### config.mk
export PLATFORM = sky130hd
export DESIGN_NAME = trap_controller_flat
export DESIGN_NICKNAME = d
export VERILOG_FILES = /design/src/rtl/trap_controller_if.sv /design/src/rtl/trap_controller.sv /design/src/flat_wrapper.sv
export SDC_FILE = /design/constraint.sdc
export NUM_CORES = 1
export LEC_CHECK = 0
export CAP_MARGIN = 20
export CORE_ASPECT_RATIO = 1.1
export CORE_UTILIZATION = 53
export CTS_BUF_LIST = sky130_fd_sc_hd__clkbuf_8
export CTS_CLUSTER_DIAMETER = 30
export DETAILED_ROUTE_END_ITERATION = 8
export PLACE_DENSITY = 0.89
export SLEW_MARGIN = 25
export SYNTH_ARGS = -nofsm -noshare
export SYNTH_HDL_FRONTEND = slang
export SYNTH_SLANG_ARGS = --single-unit
### constraint.sdc
create_clock -name clk -period 3.9 [get_ports clk]
set_clock_uncertainty 0.1 [all_clocks]
set_input_delay 0.78 -clock clk [delete_from_list [all_inputs] [get_ports clk]]
set_output_delay 0.78 -clock clk [all_outputs]
set_load 0.005 [all_outputs]
### src/rtl/trap_controller_if.sv
// ---------------------------------------------------------------------------
// trap_controller_if
// Bundles the CSR access bus and the trap/exception signals exchanged between
// the pipeline and trap_controller.
//   master : pipeline side; drives CSR requests, events, PCs and irq lines
//   slave  : trap_controller side; returns CSR read data, redirect and flushes
// CSR bus : csr_rw_in, csr_wsc_mode_in, csr_w_imm_mux, csr_rw_addr_in,
//           csr_w_data_reg, csr_w_data_imm -> csr_r_data_out
// Events  : irq[NUM_IRQ], illegal_inst, l_access_fault, s_access_fault,
//           ecall_m, mret, epc_cur, epc_next, fault_addr
// Control : PC_redirect, redirect_mux, reg_{FD,DE,EM,MW}_flush,
//           RegWrite_cancel, trap_busy
// ---------------------------------------------------------------------------
interface trap_controller_if #(
    parameter int unsigned NUM_IRQ = 4
);
    logic               csr_rw_in;
    logic [1:0]         csr_wsc_mode_in;
    logic               csr_w_imm_mux;
    logic [11:0]        csr_rw_addr_in;
    logic [31:0]        csr_w_data_reg;
    logic [4:0]         csr_w_data_imm;
    logic [31:0]        csr_r_data_out;

    logic [NUM_IRQ-1:0] irq;
    logic               illegal_inst;
    logic               l_access_fault;
    logic               s_access_fault;
    logic               ecall_m;
    logic               mret;
    logic [31:0]        epc_cur;
    logic [31:0]        epc_next;
    logic [31:0]        fault_addr;

    logic [31:0]        PC_redirect;
    logic               redirect_mux;
    logic               reg_FD_flush;
    logic               reg_DE_flush;
    logic               reg_EM_flush;
    logic               reg_MW_flush;
    logic               RegWrite_cancel;
    logic               trap_busy;

    modport master (
        output csr_rw_in, csr_wsc_mode_in, csr_w_imm_mux, csr_rw_addr_in,
               csr_w_data_reg, csr_w_data_imm,
               irq, illegal_inst, l_access_fault, s_access_fault, ecall_m,
               mret, epc_cur, epc_next, fault_addr,
        input  csr_r_data_out, PC_redirect, redirect_mux,
               reg_FD_flush, reg_DE_flush, reg_EM_flush, reg_MW_flush,
               RegWrite_cancel, trap_busy
    );

    modport slave (
        input  csr_rw_in, csr_wsc_mode_in, csr_w_imm_mux, csr_rw_addr_in,
               csr_w_data_reg, csr_w_data_imm,
               irq, illegal_inst, l_access_fault, s_access_fault, ecall_m,
               mret, epc_cur, epc_next, fault_addr,
        output csr_r_data_out, PC_redirect, redirect_mux,
               reg_FD_flush, reg_DE_flush, reg_EM_flush, reg_MW_flush,
               RegWrite_cancel, trap_busy
    );
endinterface

### src/rtl/trap_controller.sv
// ---------------------------------------------------------------------------
// trap_controller
// Machine-mode CSR file (mstatus, mie, mtvec, mepc, mcause, mtval, mip) plus a
// two-state trap FSM. Takes synchronous exceptions, local interrupts and MRET
// from the WB stage, flushes the pipeline and redirects the PC for one cycle.
// Ports:
//   clk  : clock
//   rst  : synchronous active-high reset
//   bus  : trap_controller_if.slave (CSR bus, events, redirect and flushes)
// ---------------------------------------------------------------------------
module trap_controller #(
    parameter int unsigned NUM_IRQ     = 4,
    parameter logic [31:0] MTVEC_RESET = 32'h0000_0000
) (
    input logic              clk,
    input logic              rst,
    trap_controller_if.slave bus
);

    typedef enum logic {
        IDLE,
        REDIRECT
    } state_e;

    localparam logic [11:0] ADDR_MSTATUS = 12'h300;
    localparam logic [11:0] ADDR_MIE     = 12'h304;
    localparam logic [11:0] ADDR_MTVEC   = 12'h305;
    localparam logic [11:0] ADDR_MEPC    = 12'h341;
    localparam logic [11:0] ADDR_MCAUSE  = 12'h342;
    localparam logic [11:0] ADDR_MTVAL   = 12'h343;
    localparam logic [11:0] ADDR_MIP     = 12'h344;

    // Architectural state
    state_e             state_q,        state_d;
    logic               mstatus_mie_q,  mstatus_mie_d;
    logic               mstatus_mpie_q, mstatus_mpie_d;
    logic [NUM_IRQ-1:0] mie_q,          mie_d;
    logic [31:0]        mtvec_q,        mtvec_d;
    logic [31:0]        mepc_q,         mepc_d;
    logic [31:0]        mcause_q,       mcause_d;
    logic [31:0]        mtval_q,        mtval_d;
    logic               redirect_mux_q, redirect_mux_d;
    logic [31:0]        pc_redirect_q,  pc_redirect_d;

    // Combinational helpers
    logic               is_idle;
    logic               exc_any;
    logic [NUM_IRQ-1:0] irq_en;
    logic               irq_pend;
    logic [3:0]         irq_idx;
    logic [4:0]         irq_code;
    logic               exc_take;
    logic               int_take;
    logic               mret_take;
    logic               trap_any;
    logic [31:0]        exc_cause;
    logic [31:0]        exc_tval;
    logic [31:0]        mtvec_base;
    logic [31:0]        int_target;
    logic [31:0]        csr_rdata;
    logic [31:0]        csr_src;
    logic [31:0]        csr_wdata;
    logic               csr_we;

    assign is_idle  = (state_q == IDLE);
    assign exc_any  = bus.illegal_inst | bus.ecall_m |
                      bus.l_access_fault | bus.s_access_fault;
    assign irq_en   = bus.irq & mie_q & {NUM_IRQ{mstatus_mie_q}};
    assign irq_pend = |irq_en;

    // Downward scan so the last assignment, the lowest set index, wins.
    always_comb begin
        irq_idx = '0;
        for (int unsigned i = NUM_IRQ; i > 0; i--) begin
            if (irq_en[i-1]) begin
                irq_idx = 4'(i - 1);
            end
        end
    end

    // Interrupt cause/vector number is 16 + index.
    assign irq_code = {1'b1, irq_idx};

    assign exc_take  = is_idle & exc_any;
    assign int_take  = is_idle & ~exc_any & irq_pend;
    assign mret_take = is_idle & ~exc_any & ~irq_pend & bus.mret;
    assign trap_any  = exc_take | int_take | mret_take;

    always_comb begin
        exc_cause = '0;
        exc_tval  = bus.fault_addr;
        if (bus.illegal_inst) begin
            exc_cause = 32'd2;
        end else if (bus.ecall_m) begin
            exc_cause = 32'd11;
            exc_tval  = '0;
        end else if (bus.l_access_fault) begin
            exc_cause = 32'd5;
        end else if (bus.s_access_fault) begin
            exc_cause = 32'd7;
        end
    end

    assign mtvec_base = mtvec_q & ~32'h3;
    assign int_target = (mtvec_q[1:0] == 2'b01)
                      ? mtvec_base + {25'd0, irq_code, 2'b00}
                      : mtvec_base;

    // CSR read (pre-edge state)
    always_comb begin
        csr_rdata = '0;
        case (bus.csr_rw_addr_in)
            ADDR_MSTATUS: csr_rdata = {24'd0, mstatus_mpie_q, 3'd0, mstatus_mie_q, 3'd0};
            ADDR_MIE:     csr_rdata = 32'(mie_q);
            ADDR_MTVEC:   csr_rdata = mtvec_q;
            ADDR_MEPC:    csr_rdata = mepc_q & ~32'h3;
            ADDR_MCAUSE:  csr_rdata = mcause_q;
            ADDR_MTVAL:   csr_rdata = mtval_q;
            ADDR_MIP:     csr_rdata = 32'(bus.irq);
            default:      csr_rdata = '0;
        endcase
    end

    assign csr_src = bus.csr_w_imm_mux ? {27'd0, bus.csr_w_data_imm} : bus.csr_w_data_reg;

    always_comb begin
        case (bus.csr_wsc_mode_in)
            2'b01:   csr_wdata = csr_src;
            2'b10:   csr_wdata = csr_rdata | csr_src;
            2'b11:   csr_wdata = csr_rdata & ~csr_src;
            default: csr_wdata = csr_rdata;
        endcase
    end

    // Set/clear with a zero source is a pure read; a taken trap discards the write.
    assign csr_we = bus.csr_rw_in & is_idle & ~trap_any &
                    ((bus.csr_wsc_mode_in == 2'b01) |
                     (bus.csr_wsc_mode_in[1] & (csr_src != '0)));

    // Next-state: CSR write first, trap updates override it.
    always_comb begin
        state_d        = IDLE;
        mstatus_mie_d  = mstatus_mie_q;
        mstatus_mpie_d = mstatus_mpie_q;
        mie_d          = mie_q;
        mtvec_d        = mtvec_q;
        mepc_d         = mepc_q;
        mcause_d       = mcause_q;
        mtval_d        = mtval_q;
        redirect_mux_d = 1'b0;
        pc_redirect_d  = '0;

        if (csr_we) begin
            case (bus.csr_rw_addr_in)
                ADDR_MSTATUS: begin
                    mstatus_mie_d  = csr_wdata[3];
                    mstatus_mpie_d = csr_wdata[7];
                end
                ADDR_MIE:    mie_d    = csr_wdata[NUM_IRQ-1:0];
                ADDR_MTVEC:  mtvec_d  = csr_wdata;
                ADDR_MEPC:   mepc_d   = csr_wdata;
                ADDR_MCAUSE: mcause_d = csr_wdata;
                ADDR_MTVAL:  mtval_d  = csr_wdata;
                default: ;
            endcase
        end

        if (exc_take) begin
            mepc_d         = bus.epc_cur;
            mcause_d       = exc_cause;
            mtval_d        = exc_tval;
            mstatus_mpie_d = mstatus_mie_q;
            mstatus_mie_d  = 1'b0;
            state_d        = REDIRECT;
            redirect_mux_d = 1'b1;
            pc_redirect_d  = mtvec_base;
        end else if (int_take) begin
            mepc_d         = bus.epc_next;
            mcause_d       = {1'b1, 26'd0, irq_code};
            mtval_d        = '0;
            mstatus_mpie_d = mstatus_mie_q;
            mstatus_mie_d  = 1'b0;
            state_d        = REDIRECT;
            redirect_mux_d = 1'b1;
            pc_redirect_d  = int_target;
        end else if (mret_take) begin
            mstatus_mie_d  = mstatus_mpie_q;
            mstatus_mpie_d = 1'b1;
            state_d        = REDIRECT;
            redirect_mux_d = 1'b1;
            pc_redirect_d  = mepc_q & ~32'h3;
        end
    end

    always_ff @(posedge clk) begin
        if (rst) begin
            state_q        <= IDLE;
            mstatus_mie_q  <= 1'b0;
            mstatus_mpie_q <= 1'b0;
            mie_q          <= '0;
            mtvec_q        <= MTVEC_RESET;
            mepc_q         <= '0;
            mcause_q       <= '0;
            mtval_q        <= '0;
            redirect_mux_q <= 1'b0;
            pc_redirect_q  <= '0;
        end else begin
            state_q        <= state_d;
            mstatus_mie_q  <= mstatus_mie_d;
            mstatus_mpie_q <= mstatus_mpie_d;
            mie_q          <= mie_d;
            mtvec_q        <= mtvec_d;
            mepc_q         <= mepc_d;
            mcause_q       <= mcause_d;
            mtval_q        <= mtval_d;
            redirect_mux_q <= redirect_mux_d;
            pc_redirect_q  <= pc_redirect_d;
        end
    end

    assign bus.csr_r_data_out  = csr_rdata;
    assign bus.PC_redirect     = pc_redirect_q;
    assign bus.redirect_mux    = redirect_mux_q;
    assign bus.reg_FD_flush    = trap_any;
    assign bus.reg_DE_flush    = trap_any;
    assign bus.reg_EM_flush    = trap_any;
    assign bus.reg_MW_flush    = exc_take;
    assign bus.RegWrite_cancel = exc_take;
    assign bus.trap_busy       = (state_q == REDIRECT);

endmodule

### src/flat_wrapper.sv
// flat-port wrapper written by rule: the top's interface ports become plain ports
module trap_controller_flat 
#(
    parameter int unsigned NUM_IRQ     = 4,
    parameter logic [31:0] MTVEC_RESET = 32'h0000_0000
)
  (clk, rst, bus_csr_rw_in, bus_csr_wsc_mode_in, bus_csr_w_imm_mux, bus_csr_rw_addr_in, bus_csr_w_data_reg, bus_csr_w_data_imm, bus_irq, bus_illegal_inst, bus_l_access_fault, bus_s_access_fault, bus_ecall_m, bus_mret, bus_epc_cur, bus_epc_next, bus_fault_addr, bus_csr_r_data_out, bus_PC_redirect, bus_redirect_mux, bus_reg_FD_flush, bus_reg_DE_flush, bus_reg_EM_flush, bus_reg_MW_flush, bus_RegWrite_cancel, bus_trap_busy);
  trap_controller_if #(.NUM_IRQ(NUM_IRQ)) bus_i ();
  input logic clk;
  input logic rst;
  input wire logic [$bits(bus_i.csr_rw_in)-1:0] bus_csr_rw_in;
  input wire logic [$bits(bus_i.csr_wsc_mode_in)-1:0] bus_csr_wsc_mode_in;
  input wire logic [$bits(bus_i.csr_w_imm_mux)-1:0] bus_csr_w_imm_mux;
  input wire logic [$bits(bus_i.csr_rw_addr_in)-1:0] bus_csr_rw_addr_in;
  input wire logic [$bits(bus_i.csr_w_data_reg)-1:0] bus_csr_w_data_reg;
  input wire logic [$bits(bus_i.csr_w_data_imm)-1:0] bus_csr_w_data_imm;
  input wire logic [$bits(bus_i.irq)-1:0] bus_irq;
  input wire logic [$bits(bus_i.illegal_inst)-1:0] bus_illegal_inst;
  input wire logic [$bits(bus_i.l_access_fault)-1:0] bus_l_access_fault;
  input wire logic [$bits(bus_i.s_access_fault)-1:0] bus_s_access_fault;
  input wire logic [$bits(bus_i.ecall_m)-1:0] bus_ecall_m;
  input wire logic [$bits(bus_i.mret)-1:0] bus_mret;
  input wire logic [$bits(bus_i.epc_cur)-1:0] bus_epc_cur;
  input wire logic [$bits(bus_i.epc_next)-1:0] bus_epc_next;
  input wire logic [$bits(bus_i.fault_addr)-1:0] bus_fault_addr;
  output wire logic [$bits(bus_i.csr_r_data_out)-1:0] bus_csr_r_data_out;
  output wire logic [$bits(bus_i.PC_redirect)-1:0] bus_PC_redirect;
  output wire logic [$bits(bus_i.redirect_mux)-1:0] bus_redirect_mux;
  output wire logic [$bits(bus_i.reg_FD_flush)-1:0] bus_reg_FD_flush;
  output wire logic [$bits(bus_i.reg_DE_flush)-1:0] bus_reg_DE_flush;
  output wire logic [$bits(bus_i.reg_EM_flush)-1:0] bus_reg_EM_flush;
  output wire logic [$bits(bus_i.reg_MW_flush)-1:0] bus_reg_MW_flush;
  output wire logic [$bits(bus_i.RegWrite_cancel)-1:0] bus_RegWrite_cancel;
  output wire logic [$bits(bus_i.trap_busy)-1:0] bus_trap_busy;
  assign bus_i.csr_rw_in = bus_csr_rw_in;
  assign bus_i.csr_wsc_mode_in = bus_csr_wsc_mode_in;
  assign bus_i.csr_w_imm_mux = bus_csr_w_imm_mux;
  assign bus_i.csr_rw_addr_in = bus_csr_rw_addr_in;
  assign bus_i.csr_w_data_reg = bus_csr_w_data_reg;
  assign bus_i.csr_w_data_imm = bus_csr_w_data_imm;
  assign bus_i.irq = bus_irq;
  assign bus_i.illegal_inst = bus_illegal_inst;
  assign bus_i.l_access_fault = bus_l_access_fault;
  assign bus_i.s_access_fault = bus_s_access_fault;
  assign bus_i.ecall_m = bus_ecall_m;
  assign bus_i.mret = bus_mret;
  assign bus_i.epc_cur = bus_epc_cur;
  assign bus_i.epc_next = bus_epc_next;
  assign bus_i.fault_addr = bus_fault_addr;
  assign bus_csr_r_data_out = bus_i.csr_r_data_out;
  assign bus_PC_redirect = bus_i.PC_redirect;
  assign bus_redirect_mux = bus_i.redirect_mux;
  assign bus_reg_FD_flush = bus_i.reg_FD_flush;
  assign bus_reg_DE_flush = bus_i.reg_DE_flush;
  assign bus_reg_EM_flush = bus_i.reg_EM_flush;
  assign bus_reg_MW_flush = bus_i.reg_MW_flush;
  assign bus_RegWrite_cancel = bus_i.RegWrite_cancel;
  assign bus_trap_busy = bus_i.trap_busy;
  trap_controller #(.NUM_IRQ(NUM_IRQ), .MTVEC_RESET(MTVEC_RESET)) u_core (.clk(clk), .rst(rst), .bus(bus_i));
endmodule
==> metrics.md, run 1 <==
| Metric | Value |
|---|---|
| Pins over their slew limit | 0 |
| Routed wire per std cell | 22.4 microns |
| Max incr delay on CP | 0.56 ns |
| Min Clock Period, post-route | 3.88 ns |
| Syn Inst Count | 1301 |
| Largest net degree at the start of global routing | 81 |
| IO Count | 231 |
| Drt pass-1 iters | 6 |
| Core ar. | 19200 sq um |
| Worst-margin pin slew | 0.864 ns |
| Primary FF master, synth | dfxtp_1 |
| FP Rows | 53 |
| Max rail drop VDD | 0.249 mV |
| Synth area leaders | dfxtp_1 (31%), nand2_1 (9.0%), a22oi_1 (4.1%), a21oi_1 (4.0%), a31oi_4 (3.7%) |
| Buf/Inv on CP | 6 |
| Worst Min Path Start | u_core.mcause_q[26]$_SDFFE_PP0P_ |
| CTS Root Cell | clkbuf_8 |
| Tcrit/Tclk final | 0.994 |
| Fin. Hold Viols | 0 |
| Register area share after synthesis | 0.313 |
| CTS clk-pin slew, worst paths | 0.10 ns |
| Max Clk Rate | 0.258 GHz |
| Post-Route WL | 40800 microns |
| CP startpoint kind | input port |
| Max-cap viol count | 0 |
| CP delay by family, top | buffers and inverters |
| WHS Endpoint | u_core.mcause_q[26]$_SDFFE_PP0P_ |
| Commonest non-fill, non-tap cell in the layout | nand2_1 |
| Initial antenna violation count | 2 |
| FF+latch count, synth | 163 |
| Asr flop ratio synth | 0 |
| CTS Hold Bufs | 0 |
| Slew headroom | 0.424 |
| Post-DRT Antenna Nets | 0 |
| Overflow after GRT | 0 |
| First-pass GRT wire length | 62100 microns |
| Area Growth Syn to Fin | 34.7% |
| Syn. warnings | 0 |
| Starting Density | 0.543 |
| DIE AREA | 20300 sq um |
| Setup crit end kind | primary output |
| Reg-to-Reg End | u_core.bus.PC_redirect[30]$_SDFF_PP0_ |
| Crit path DAT | 3.00 ns |
| Reg2reg setup slack | 0.81 ns |
| R2R cell count | 13 |
| Synth top area share | 0.313 |
| Post-Syn Area | 10400 sq um |
| Share of layout cells above drive strength 1 | 0.191 |
| Synthesized area per cell | 8.02 sq um |
| Top fanout value on the critical path | 9 |
| CP max stage cell | or4_4 |
| Post-synth top area cell | dfxtp_1 |
| DR iter-0 viols | 1905 |
| PD cells | 283 nW/um^2 |
| Detailed-route DRC error count | 0 |
| Vias in the first global route | 11.1k |
| CTS tree | yes |
| Clock Tree Buf Depth | 2 |
| Final RePlAce weighted congestion | 1.00 |
| Buffers on Ports | 224 |
| DP Wirelength | 29100 microns |
| CP Data Required Time | 3.02 ns |
| RSZ-0062 raised after global routing | yes |
| Placed Instances | 1778 |
| Non-filler cells in the finished layout | 1822 |
| WS Path Type | in2out |
| Outcome | finished clean |
| Worst-Skew Late Latency | 0.49 ns |
| Final setup vio count | 0 |
| Routed vias | 12.1k |
| Layout Nets | 1724 |
| Setup TNS | 0 ns |
| Most frequent cells in the layout | nand2_1 (242), clkdlybuf4s50_1 (189), dfxtp_1 (163), buf_4 (121), nor2_1 (100) |
| CTS H-tree depth | 4 |
| Number of clock sinks | 163 |
| Number of flops mapped to enable cells by yosys | 0 |
| Routed vias/inst | 6.62 |
| WHS | 0.359 ns |
| Cell variety after synth | 89 |
| RR Startpoint | u_core.mie_q[2]$_SDFFE_PP0P_ |
| Hold Path Depth | 2 |
| Leakage | 5.22 nW |
| Die height | 149 microns |
| Num CTS Buffers | 17 |
| Total Routing Usage GR | 0.404 |
| Worst hold path class | reg2reg |
| Worst-path cell chain | clkdlybuf4s50_1 > or4_4 > nor4_4 > buf_6 > buf_4 > buf_16 > buf_12 > a22oi_2 > nand2_1 > dlygate4sd2_1 |
| Die width | 136 microns |
## worst max-delay path by stage
stage | startpoint | end | slack, ns | cells past startpoint
after global routing | bus_csr_rw_addr_in[7] | bus_csr_r_data_out[23] | -0.04 | 10
final | bus_csr_rw_addr_in[7] | bus_csr_r_data_out[26] | 0.02 | 10
after floorplan | bus_irq[2] | u_core.bus.PC_redirect[20]$_SDFF_PP0_ | 0.36 | 13
after global placement | bus_csr_rw_addr_in[11] | bus_csr_r_data_out[10] | -0.22 | 7
after CTS | bus_csr_rw_addr_in[5] | bus_csr_r_data_out[8] | -0.13 | 8
after detailed placement | bus_csr_rw_addr_in[11] | bus_csr_r_data_out[10] | -0.25 | 7
## cells by family (layout without fill, tap and decap cells)
| logic type | after synthesis | after routing | synth area share |
|---|---|---|---|
| and+or+nand+nor | 549 | 549 | 0.257 |
| AOI/OAI and AO/OA | 385 | 385 | 0.295 |
| DFF | 163 | 163 | 0.313 |
| buffers and inverters | 132 | 404 | 0.0650 |
| muxes | 47 | 47 | 0.0489 |
| xor gates and xnor gates | 21 | 21 | 0.0176 |
| adders and majority gates | 3 | 3 | 0.00431 |
| other | 1 | 3 | 0.000359 |
## tightest hold or removal path, stage by stage, from the launching register on
cell,delay [ns]
dfxtp_1,0.32
nand2_1,0.05
a21oi_1,0.05
## metal layers
| layer | up-vias | global-route usage | wire length, microns |
|---|---|---|---|
| met5 | - | 0 | 9 |
| met4 | 2 | 0.213 | 2030 |
| met3 | 172 | 0.0917 | 5280 |
| met2 | 943 | 0.616 | 18100 |
| met1 | 5664 | 0.527 | 15400 |
| li1 | 5281 | - | - |
## cell type report
type	instances	area [sq um]
diodes	1	2.50
multi-input cells	1007	6580
fillers	1421	5170
well taps	247	309
clock buffers	18	248
flip-flops and latches	163	3260
repair buffers	360	3440
inverters	12	45.0
clock inverters	14	166
## registers in the layout (all words and copies together) (netlist names)
| name | cells |
|---|---|
| u_core.mcause_q | 32 |
| u_core.mtval_q | 32 |
| u_core.mtvec_q | 32 |
| u_core.bus.PC_redirect | 30 |
| u_core.mepc_q | 30 |
| u_core.mie_q | 4 |
| u_core.bus.redirect_mux | 1 |
| u_core.mstatus_mie_q | 1 |
| u_core.mstatus_mpie_q | 1 |
## Yosys cell counts, drive strengths merged, types with 7 or more instances
library cell  instances
a211oi               35
a21oi                83
a221oi               33
a22oi                74
a31oi                29
and3                 11
and4                  7
buf                  51
clkbuf               69
dfxtp               163
inv                  11
mux2                 32
mux2i                15
nand2               251
nand2b               29
nand3                14
nand4                16
nor2                102
nor2b                13
nor3                 47
nor4                 20
o21ai                67
o22ai                14
xnor2                15
## timing repair
action / CTS / global route
resized for setup: 44 / 25
pin swaps: 14 / 8
setup endpoints to repair: 30 / 11
gates cloned: 3 / 0
buffers inserted: 3 / 5
## power by group
group	leakage, nW	internal (W)	switching (W)	total (W)
combinational	3.69	0.000382	0.000452	0.000834
sequential	1.33	0.00173	0.0000670	0.00180
clock	0.207	0.000609	0.000731	0.00134
## metrics by stage
step	setup WS [ns]	area, sq um	util	total power, W
global route	-0.0414	14100	0.731	0.00409
finish	0.0223	14100	0.731	0.00397
floorplan	0.365	10400	-	0.00225
detailed placement	-0.251	13400	0.697	0.00264
global placement	-0.218	13400	0.697	0.00261
CTS	-0.128	14000	0.726	0.00393
Power figures use the tool's default switching activity.
==> inputs of run 2 (changes only) <==
RECOVER_POWER = 25   (was unset)
==> metrics.md, run 2 (synthesis results as in run 1) <==
| Metric | Value |
|---|---|
| Post-DRT Antenna Nets | 0 (unchanged) |
| Share of layout cells above drive strength 1 | 0.186 (was 0.191) |
| Max-cap viol count | 0 (unchanged) |
| CTS Root Cell | clkbuf_8 (unchanged) |
| CP startpoint kind | input port (unchanged) |
| Detailed-route DRC error count | 0 (unchanged) |
| Max rail drop VDD | 0.252 mV (was 0.249 mV) |
| DP Wirelength | 29100 microns (unchanged) |
| # fillers | 1431 (was 1421) |
| Routed vias/inst | 6.60 (was 6.62) |
| Slew headroom | 0.198 (was 0.424) |
| Total Routing Usage GR | 0.404 (unchanged) |
| Leakage | 5.30 nW (was 5.22 nW) |
| Layout Nets | 1724 (unchanged) |
| Initial antenna violation count | 2 (unchanged) |
| Num CTS Buffers | 17 (unchanged) |
| First-pass GRT wire length | 62100 microns (unchanged) |
| CTS H-tree depth | 4 (unchanged) |
| Top fanout value on the critical path | 22 (was 9) |
| IO Count | 231 (unchanged) |
| Die width | 136 microns (unchanged) |
| DIE AREA | 20300 sq um (unchanged) |
| Buffers on Ports | 224 (unchanged) |
| RSZ-0062 raised after global routing | yes (unchanged) |
| PD cells | 283 nW/um^2 (about the same) |
| Starting Density | 0.543 (unchanged) |
| CTS tree | yes (unchanged) |
| Die height | 149 microns (unchanged) |
| CTS clk-pin slew, worst paths | 0.10 ns (about the same) |
| Worst-Skew Late Latency | 0.49 ns (about the same) |
| Commonest non-fill, non-tap cell in the layout | nand2_1 (unchanged) |
| Drt pass-1 iters | 6 (unchanged) |
| DR iter-0 viols | 1897 (was 1905) |
| Largest net degree at the start of global routing | 81 (unchanged) |
| Sequential cell area | 3260 sq um (unchanged) |
| Most frequent cells in the layout | nand2_1 (242), dfxtp_1 (163), clkdlybuf4s50_1 (155), buf_4 (113), nor2_1 (100) (was nand2_1 (242), clkdlybuf4s50_1 (189), dfxtp_1 (163), buf_4 (121), nor2_1 (100)) |
| Worst-path cell chain | dlygate4sd3_1 > nor4_2 > or2_2 > inv_2 > clkbuf_1 > and2_1 > buf_4 > a221oi_1 > nor3_1 (was clkdlybuf4s50_1 > or4_4 > nor4_4 > buf_6 > buf_4 > buf_16 > buf_12 > a22oi_2 > nand2_1 > dlygate4sd2_1) |
| Worst-margin pin slew | 1.20 ns (was 0.864 ns) |
| WS Path Type | in2reg (was in2out) |
| Final setup vio count | 0 (unchanged) |
| Vias in the first global route | 11.1k (unchanged) |
| FP Rows | 53 (unchanged) |
| Worst hold path class | reg2reg (unchanged) |
| Multi-input logic area | 6560 sq um (was 6580 sq um) |
| Max Clk Rate | 0.257 GHz (was 0.258 GHz) |
| Area Growth Syn to Fin | 34.3% (was 34.7%) |
| Placed Instances | 1778 (unchanged) |
| Overflow after GRT | 0 (unchanged) |
| Max incr delay on CP | 0.93 ns (was 0.56 ns) |
| Final RePlAce weighted congestion | 1.00 (unchanged) |
| WHS | 0.360 ns (was 0.359 ns) |
| CP max stage cell | clkbuf_1 (was or4_4) |
| Outcome | finished clean (unchanged) |
| Tcrit/Tclk final | 0.997 (was 0.994) |
| Pins over their slew limit | 0 (unchanged) |
| Post-Route WL | 40900 microns (was 40800 microns) |
| Core ar. | 19200 sq um (unchanged) |
| Crit path DAT | 4.20 ns (was 3.00 ns) |
| Regs by FF count | u_core.mcause_q: 32 flops, u_core.mtval_q: 32 flops, u_core.mtvec_q: 32 flops (unchanged) |
| Routed vias | 12.0k (was 12.1k) |
| Setup TNS | 0 ns (unchanged) |
| Setup crit end kind | register (was primary output) |
| Routed wire per std cell | 22.4 microns (about the same) |
| Number of clock sinks | 163 (unchanged) |
| Fin. Hold Viols | 0 (unchanged) |
| Non-filler cells in the finished layout | 1822 (unchanged) |
| CP Data Required Time | 4.21 ns (was 3.02 ns) |
| Min Clock Period, post-route | 3.89 ns (was 3.88 ns) |
| Clock Tree Buf Depth | 2 (unchanged) |
| CTS Hold Bufs | 0 (unchanged) |
-- run 2: changes by cell type in the layout (fill, tap and decap cells not counted), sizes merged --
cell	before	now
buf	137	129
clkdlybuf4s50	189	155
clkbuf	22	30
dlygate4sd3	0	34
-- run 2: final cells by class --
type,count,area share
clock buffers,18,0.0177
clock inverters,14,0.0119
multi-input cells,1007,0.468
well taps,247,0.0221
flip-flops and latches,163,0.233
diodes,1,0.000179
inverters,12,0.00321
repair buffers,360,0.244
-- run 2: where the power goes --
group,switching (W),internal (W),total (W)
clock network,0.000728,0.000609,0.00134
registers,0.0000679,0.00173,0.00180
logic,0.000451,0.000380,0.000831
-- run 2: per-stage QoR --
| step | total power (W) | util | setup WS (ns) | instance area [sq um] |
|---|---|---|---|---|
| global placement | 0.00261 | 0.697 | -0.218 | 13400 |
| detailed placement | 0.00264 | 0.697 | -0.251 | 13400 |
| finish | 0.00397 | 0.729 | 0.0123 | 14000 |
| floorplan | 0.00225 | - | 0.365 | 10400 |
| global route | 0.00408 | 0.729 | -0.0414 | 14000 |
| CTS | 0.00393 | 0.726 | -0.128 | 14000 |
-- run 2: final timing paths --
check	from	end	slack [ns]	cells after the start
hold / removal	u_core.mcause_q[9]$_SDFFE_PP0P_	u_core.mcause_q[9]$_SDFFE_PP0P_	0.36	2
setup / recovery	bus_ecall_m	u_core.mtval_q[27]$_SDFFE_PP0P_	0.01	9
hold reg to reg	u_core.mcause_q[9]$_SDFFE_PP0P_	u_core.mcause_q[9]$_SDFFE_PP0P_	0.36	2
setup reg to reg	u_core.bus.redirect_mux$_SDFF_PP0_	u_core.mtval_q[27]$_SDFFE_PP0P_	0.67	7
-- run 2: layer usage --
layer	part of all wire	track usage
met1	0.37	0.527
met4	0.051	0.213
met5	0.00022	0
met2	0.44	0.616
met3	0.13	0.0917
-- run 2: timing repair --
item                       in CTS  in global routing
cloned                          3                  0
setup buffers                   3                  5
setup endpoints to repair      30                 11
resized for setup              44                 25
pin swaps                      14                  8
-- run 2: critical path, delay by kind of cell --
| family | cells | cell delay (ns) |
|---|---|---|
| buf+inv | 4 | 2.22 |
| compound gates | 1 | 0.14 |
| simple gates | 4 | 1.02 |
